`config.mk`:
```
export PLATFORM = sky130hd
export DESIGN_NAME = muldiv_issue_sched
export DESIGN_NICKNAME = d
export VERILOG_FILES = /design/src/rtl/muldiv_issue_sched.sv
export SDC_FILE = /design/constraint.sdc
export NUM_CORES = 1
export LEC_CHECK = 0
export BUFFER_PORTS_ARGS = -buffer_cell sky130_fd_sc_hd__buf_2
export CORE_UTILIZATION = 55
export CTS_BUF_LIST = sky130_fd_sc_hd__clkbuf_4 sky130_fd_sc_hd__clkbuf_8
export DETAILED_ROUTE_END_ITERATION = 8
export MAX_ROUTING_LAYER = met4
export PLACE_DENSITY = 0.81
export SLEW_MARGIN = 20
export SYNTH_ARGS = -nofsm -noshare
export SYNTH_HDL_FRONTEND = slang
export SYNTH_SLANG_ARGS = --single-unit
export TNS_END_PERCENT = 10
```
`constraint.sdc`:
```
create_clock -name clk -period 3.95 [get_ports clk]
set_input_delay 0.1975 -clock clk [delete_from_list [all_inputs] [get_ports clk]]
set_output_delay 0.1975 -clock clk [all_outputs]
set_load 0.03 [all_outputs]
```
`src/rtl/muldiv_issue_sched.sv`:
```
// muldiv_issue_sched: reservation station and in-order-by-age issue scheduler
// for the shared multiply/divide unit. Entries live in a compacting queue
// (index 0 = oldest); the oldest fully ready entry issues when the unit is idle.
// Optional performance counters are built when MULDIV_SCHED_PERF_EN is defined.
module muldiv_issue_sched #(
  parameter int DEPTH  = 4,
  parameter int PREG_W = 6,
  parameter int ROB_W  = 5,
  parameter int OP_W   = 4
) (
  input  logic              clk,
  input  logic              rst,
  input  logic              branch_flush,
  input  logic              disp_valid,
  output logic              disp_ready,
  input  logic [OP_W-1:0]   disp_op,
  input  logic [PREG_W-1:0] disp_ps1,
  input  logic [PREG_W-1:0] disp_ps2,
  input  logic              disp_ps1_rdy,
  input  logic              disp_ps2_rdy,
  input  logic [PREG_W-1:0] disp_pd,
  input  logic [4:0]        disp_rd,
  input  logic [ROB_W-1:0]  disp_rob,
  input  logic              cdb_valid,
  input  logic [PREG_W-1:0] cdb_preg,
  input  logic              fu_ready,
  output logic              issue_valid,
  output logic [OP_W-1:0]   issue_op,
  output logic [PREG_W-1:0] issue_ps1,
  output logic [PREG_W-1:0] issue_ps2,
  output logic [PREG_W-1:0] issue_pd,
  output logic [4:0]        issue_rd,
  output logic [ROB_W-1:0]  issue_rob
`ifdef MULDIV_SCHED_PERF_EN
  ,
  output logic [31:0]       perf_issue_cnt,
  output logic [31:0]       perf_stall_cnt
`endif
);
  localparam int CNT_W = $clog2(DEPTH + 1);
  localparam int IDX_W = $clog2(DEPTH);

  typedef struct packed {
    logic [OP_W-1:0]   op;
    logic [PREG_W-1:0] ps1;
    logic [PREG_W-1:0] ps2;
    logic              rdy1;
    logic              rdy2;
    logic [PREG_W-1:0] pd;
    logic [4:0]        rd;
    logic [ROB_W-1:0]  rob;
  } ent_t;

  ent_t             ent_q [DEPTH];
  ent_t             ent_d [DEPTH];
  ent_t             woke  [DEPTH];
  ent_t             new_ent;
  logic [CNT_W-1:0] count_q, count_d, wr_idx;
  logic [DEPTH-1:0] rdy_vec;
  logic [IDX_W-1:0] sel;
  logic             any_rdy, do_issue, accept;

  assign disp_ready = (count_q < CNT_W'(DEPTH));
  // A flush cycle drops the dispatch and suppresses any issue.
  assign accept     = disp_valid && disp_ready && !branch_flush;

  // Select the oldest valid entry whose registered ready bits are both set.
  always_comb begin
    sel = '0;
    for (int i = 0; i < DEPTH; i++)
      rdy_vec[i] = (CNT_W'(i) < count_q) && ent_q[i].rdy1 && ent_q[i].rdy2;
    for (int i = DEPTH - 1; i >= 0; i--)
      if (rdy_vec[i]) sel = IDX_W'(i);
    any_rdy  = |rdy_vec;
    // !issue_valid hides the unit's one-cycle lag in dropping fu_ready.
    do_issue = fu_ready && !issue_valid && any_rdy && !branch_flush;
  end

  // Next queue contents: CDB wakeup, compaction over the issued slot, append.
  always_comb begin
    new_ent      = '0;
    new_ent.op   = disp_op;
    new_ent.ps1  = disp_ps1;
    new_ent.ps2  = disp_ps2;
    new_ent.rdy1 = disp_ps1_rdy || (cdb_valid && cdb_preg == disp_ps1);
    new_ent.rdy2 = disp_ps2_rdy || (cdb_valid && cdb_preg == disp_ps2);
    new_ent.pd   = disp_pd;
    new_ent.rd   = disp_rd;
    new_ent.rob  = disp_rob;
    for (int i = 0; i < DEPTH; i++) begin
      woke[i] = ent_q[i];
      if (cdb_valid && ent_q[i].ps1 == cdb_preg) woke[i].rdy1 = 1'b1;
      if (cdb_valid && ent_q[i].ps2 == cdb_preg) woke[i].rdy2 = 1'b1;
      ent_d[i] = woke[i];
    end
    for (int i = 0; i < DEPTH - 1; i++)
      if (do_issue && IDX_W'(i) >= sel) ent_d[i] = woke[i + 1];
    // New op lands just past the (possibly compacted) tail.
    wr_idx = count_q - CNT_W'(do_issue);
    for (int i = 0; i < DEPTH; i++)
      if (accept && CNT_W'(i) == wr_idx) ent_d[i] = new_ent;
    count_d = count_q - CNT_W'(do_issue) + CNT_W'(accept);
  end

  // Station state and registered issue port; flush behaves like reset.
  always_ff @(posedge clk) begin
    if (rst || branch_flush) begin
      count_q     <= '0;
      ent_q       <= '{default: '0};
      issue_valid <= 1'b0;
      issue_op    <= '0;
      issue_ps1   <= '0;
      issue_ps2   <= '0;
      issue_pd    <= '0;
      issue_rd    <= '0;
      issue_rob   <= '0;
    end else begin
      count_q     <= count_d;
      ent_q       <= ent_d;
      issue_valid <= do_issue;
      if (do_issue) begin
        issue_op  <= ent_q[sel].op;
        issue_ps1 <= ent_q[sel].ps1;
        issue_ps2 <= ent_q[sel].ps2;
        issue_pd  <= ent_q[sel].pd;
        issue_rd  <= ent_q[sel].rd;
        issue_rob <= ent_q[sel].rob;
      end
    end
  end

`ifdef MULDIV_SCHED_PERF_EN
  // Issue and blocked-ready counters; survive branch flush, wrap naturally.
  always_ff @(posedge clk) begin
    if (rst) begin
      perf_issue_cnt <= '0;
      perf_stall_cnt <= '0;
    end else begin
      if (do_issue)             perf_issue_cnt <= perf_issue_cnt + 32'd1;
      if (any_rdy && !fu_ready) perf_stall_cnt <= perf_stall_cnt + 32'd1;
    end
  end
`endif

endmodule

```
# After elaboration in Yosys (flattened, before gate mapping)
# Index checks and enable logic that the tools add are counted.
# Widths: inputs -> output; s select.
# word_totals
reg_bits	172
input_bits	46
# op_classes
n_addsub	2
n_lt_le_gt_ge	9
n_eq_ne	13
muxes	22
bitwise_logic	1
n_reduce_logical	42
# ops
operator	count
$mux 34	8
$bmux 34 s2	1
$eq 6x6->1	10
$logic_and 1x1->1	30
$mux 18	1
$mux 1	8
$mux 2	4
$eq 2x3->1 const A	2
$lt 1x3->1 const A	2
$lt 2x3->1 const A	2
$reduce_bool 2->1	3
$reduce_bool 3->1	2
$ge 1x2->1 const A	2
$reduce_or 4->1	1
$add 3x1->3	1
$eq 1x3->1 const A	1
$ge 3x3->1 const B	1
$logic_not 3->1	1
$logic_or 1x1->1	3
$lt 3x3->1 const B	1
$not 2->3	1
$sub 3x1->3	1
$ge 2x2->1 const A	1
$logic_not 1->1	2

# Depth between registers and ports, before layout
# logic_depth
depth_word	11
mapped_depth	13

# Worst setup path before layout
# Ideal clock, no wire load.
# synth_path
path_kind	register -> register
start	register count_q[2]
end	register ent_q[80] (netlist name)
t_arrival_ns	2.688
required_time_ns	3.864
setup_slack_ns	1.177
path_stages_with_launch	14
period_less_slack_ns	2.773
cell_sequence	dfxtp_1 -> buf_4 -> a21oi_1 -> or2_2 -> buf_2 -> a41oi_1 -> ha_1 -> ha_1 -> nor2b_1 -> nand2_1 -> clkbuf_1 -> clkbuf_1 -> nor2_1 -> a211oi_1
# synth_between
elab_chain_len	10
elab_cells_between_ends	29
classes_between	add/sub (1); order compare (6); eq/ne (1); mux (5); reduce/logical (16)
# synth_lines
element	line_no	source
start, declared	58	logic [CNT_W-1:0] count_q, count_d, wr_idx;
start signal, assigned	118	count_q <= count_d;
$lt 1x3->1 or $lt 2x3->1 (tied branches)	71	rdy_vec[i] = (CNT_W'(i) < count_q) && ent_q[i].rdy1 && ent_q[i].rdy2;
$logic_and 1x1->1 (2 in series)	71	
$reduce_or 4->1 (*)	74	any_rdy = |rdy_vec;
$logic_and 1x1->1 (*) (2 in series)	76	do_issue = fu_ready && !issue_valid && any_rdy && !branch_flush;
named net do_issue	61	logic any_rdy, do_issue, accept;
$sub 3x1->3	99	wr_idx = count_q - CNT_W'(do_issue);
$eq 1x3->1	101	if (accept && CNT_W'(i) == wr_idx) ent_d[i] = new_ent;
$logic_and 1x1->1	101	
$mux 34 or $reduce_bool 2->1 (tied branches)	n/a	
end signal, assigned	119	ent_q <= ent_d;
end, declared	54	ent_t ent_q [DEPTH];
# The timed path passes the listed nets; every way through them passes the cells marked *.
# A chain may end at the register's enable or synchronous reset.

# Worst setup path after layout
# layout_path
start	register count_q[2]
end	register ent_q[58] (netlist name)
# layout_between
elab_chain_len	10
elab_cells_between_ends	29
classes_between	add/sub (1); order compare (6); eq/ne (1); mux (5); reduce/logical (16)
# layout_lines
element	line_no
$lt 1x3->1 or $lt 2x3->1 (tied branches)	71
$logic_and 1x1->1 (2 in series)	71
$reduce_or 4->1 (*)	74
$logic_and 1x1->1 (*) (2 in series)	76
named net do_issue	61
$sub 3x1->3	99
$eq 2x3->1	101
$logic_and 1x1->1	101
$mux 34 or $reduce_bool 2->1 (tied branches)	n/a
# Marks and branches as above.

==> results.yml <==
outcome:
  status: "completed"
routing:
  first_pass_iters: 5
  met3_length_um: 1830
  wirelength_met1_um: 10300
  drt-initial-drc-count: 752
  wl_per_cell_um: 18.8
  top_layer: "met4"
  via_count: 7828
  wl_met2_um: 10900
  routed_wl_um: 23600
  ant_nets: 0
  vias_per_cell: 6.22
  drc_errors: 0
placed_design:
  gp_congestion: 0.913
  io_buffers: 79
  place_hpwl_um: 14600
  post_dp_cell_area_um2: 8980
worst_setup_path:
  r2r-start: "count_q[2]"
  cp_max_fo: 19
  crit_arrival_ns: 3.79
  r2r_slack_ns: 0.57
  crit_chain: "o311ai_0, a41oi_1, ha_1, ha_1, nor4_4, a21oi_2, buf_4, a22oi_1, a21oi_1"
  cp-end-kind: "flop"
  start_kind: "flop"
  r2r_end: "ent_q[58]"
  cpMostUsedCell: "ha_1"
  crit_path_max_incr_delay_ns: 0.69
  path_class: "flop to flop"
  r2r.worst_path.cells: 9
  cp.required_ns: 4.36
  cp_slowest_cell: "a21oi_2"
grt:
  grt-ovfl-total: 0
  grt_max_degree: 90
  grt_pass1_wl_um: 38100
  antenna_found_initial: 0
  groute.usage.overall_pct: 31.1
  grt_pass1_vias: 7248
floorplan:
  rows: 45
  fp.dieArea_um2: 16000
  initial_utilization_pct: 56.2
  io_pins: 80
  die_h_um: 126
  die_w_um: 126
  core_area_um2: 15100
min_path:
  whs_endpoint: "ent_q[27]"
  hp-start: "disp_ps1[3]"
  whs_path_depth: 3
  min_path_type: "input pin to flop"
synthesis:
  synth_nets: 1051
  synth_fa_ha_area_share_pct: 0.441
  muxShareOfSynthArea_pct: 7.76
  synth_top_family_by_area: "compound AO/OA/AOI/OAI gates"
  synth.most_common_cell: "dfxtp_1"
  ys_warn_count: 0
  yosysTopAreaCell: "dfxtp_1"
  synth_ff_type: "dfxtp_1"
  syn-cell-area_um2: 8520
  syn_inst: 1002
  synth.area.top_cells: "dfxtp_1 (40%), mux2i_1 (7.8%), a21oi_1 (6.0%)"
  synth-compound-area-share_pct: 23.5
  yosysUniqueCellTypes: 37
  synthSimpleGateAreaFrac_pct: 16.5
  yosysSeqAreaShare_pct: 40.4
  avgSynthCellArea_um2: 8.50
  synth_edf_count: 0
  synth_top_area_share_pct: 40.4
  synth_commonest_cells: "dfxtp_1 (172), nor2_1 (118), nand2_1 (104)"
  ys_seq_elements: 172
  synthArstFlopShare_pct: 0
  synth_xor_area_share_pct: 6.38
cells_and_area:
  final_cell_area_um2: 9670
  multiInputGateArea_um2: 4690
  nets: 1107
  fill_cells: 1276
  final-seq-area_um2: 3440
  area_growth_pct: 13.6
  final_util_pct: 63.9
  drive_gt1_share_pct: 13.6
  antenna_cells: 0
cts:
  cts_htree_levels: 4
  cts.sinks: 172
  root_buffer: "clkbuf_8"
  clk_latency_ns: 0.49
  path_clk_slew_ns: 0.09
  cts_tree: "yes"
  post_cts_buffers: 0
  cts_made_buffers: 17
  clk_path_buf_depth: 2
power_and_ir_drop:
  ir_drop_mv: 0.211
  power_density_nw_per_um2: 338
  cellLeakagePower_nw: 4.13
timing:
  worst_pin_slew_ns: 0.984
  period_share_pct: 85.6
  rsz0062_at_grt: "false"
  finalWorstPathRequiredPeriod_ns: 3.38
  report.final.slew_viol_count: 0
  clock.fmax_mhz: 296
  finalSetupViolations: 0
  tns_ns: 0
  hold_viol_final: 0
  maxSlewHeadroom_pct: 34.4
  final.setup_skew_ns: 0.0157
run:
  max_cap_viol_count: 0
-- per-layer routing --
layer / up-vias / global-route usage, %
li1: 3710 / -
met1: 3696 / 40.6
met2: 374 / 48.3
met3: 48 / 4.98
met4: 0 / 12.4
met5: - / -
-- sequential cells by signal (all words and copies together), names as in the netlist --
name,count
count_q,3
ent_q,136
issue_op,4
issue_pd,6
issue_ps1,6
issue_ps2,6
issue_rd,5
issue_rob,5
issue_valid,1
-- cell usage in the layout (no fill, tap or decap), types with 4 or more instances in the layout --
cell type	n
a41o_1	10
nor2_1	116
o31ai_1	32
dfxtp_1	172
a21oi_1	101
nand2_1	103
a22oi_1	34
dlygate4sd3_1	29
inv_1	5
xor2_1	51
inv_6	5
mux2i_1	66
xnor2_1	11
nand2b_1	34
clkbuf_8	18
a32o_1	32
buf_2	79
buf_4	18
nor3_1	45
a211oi_1	64
o211ai_1	4
-- power breakdown --
part           leakage, nW  internal [mW]  total, mW  switching (mW)
combinational         2.54         0.0867      0.226           0.139
sequential            1.39           1.75       1.76          0.0105
clock                0.197          0.589       1.29           0.699
total                 4.13           2.42       3.27           0.849
-- critical path: cells and delay by family, from the launching register on --
kind,cells,cell delay [ns]
compound gates,5,1.70
fa+ha+maj,2,0.70
flops,1,0.40
buf+inv,1,0.40
simple gates,1,0.09
-- per-stage QoR --
step                      setup WS [ns]  hold slack, ns  instances  power [mW]
final                             0.570          0.0239       1259        3.27
after global placement            0.787           0.444       1198        1.99
after CTS                         0.634         0.00482       1259        3.27
after detailed placement          0.634           0.450       1198        2.00
after floorplan                    1.18           0.333       1002        1.92
after global routing              0.369          0.0274       1259        3.36
-- cell families after synthesis --
family / after synthesis
AOI/OAI and AO/OA: 286
muxes: 66
DFF: 172
adders and majority gates: 3
xor gates and xnor gates: 62
buffers and inverters: 97
and+or+nand+nor: 316
-- cell type report --
type                       instances  share of cell area (%)
inverter                           5                   0.194
multi-input combinational        733                    48.5
timing repair buffer             129                    9.11
clock buffer                      18                    2.56
tap                              188                    2.43
clock inverter                    14                    1.63
sequential                       172                    35.6
-- what timing repair did --
item | 4_1_cts | 5_1_grt
endpoints found under the hold margin | 30 | 0
gates resized for setup | 0 | 0
hold buffers | 29 | 0
-- worst max path at each step --
stage | from | to | slack (ns) | cells past startpoint
after global routing | count_q[2] | ent_q[5] | 0.37 | 10
final | count_q[2] | ent_q[58] | 0.57 | 9
after detailed placement | count_q[2] | ent_q[5] | 0.63 | 9
after floorplan | count_q[2] | ent_q[80] | 1.18 | 13
after CTS | count_q[2] | ent_q[5] | 0.63 | 9
after global placement | count_q[2] | ent_q[50] | 0.79 | 10
Power figures use the tool's default switching activity.
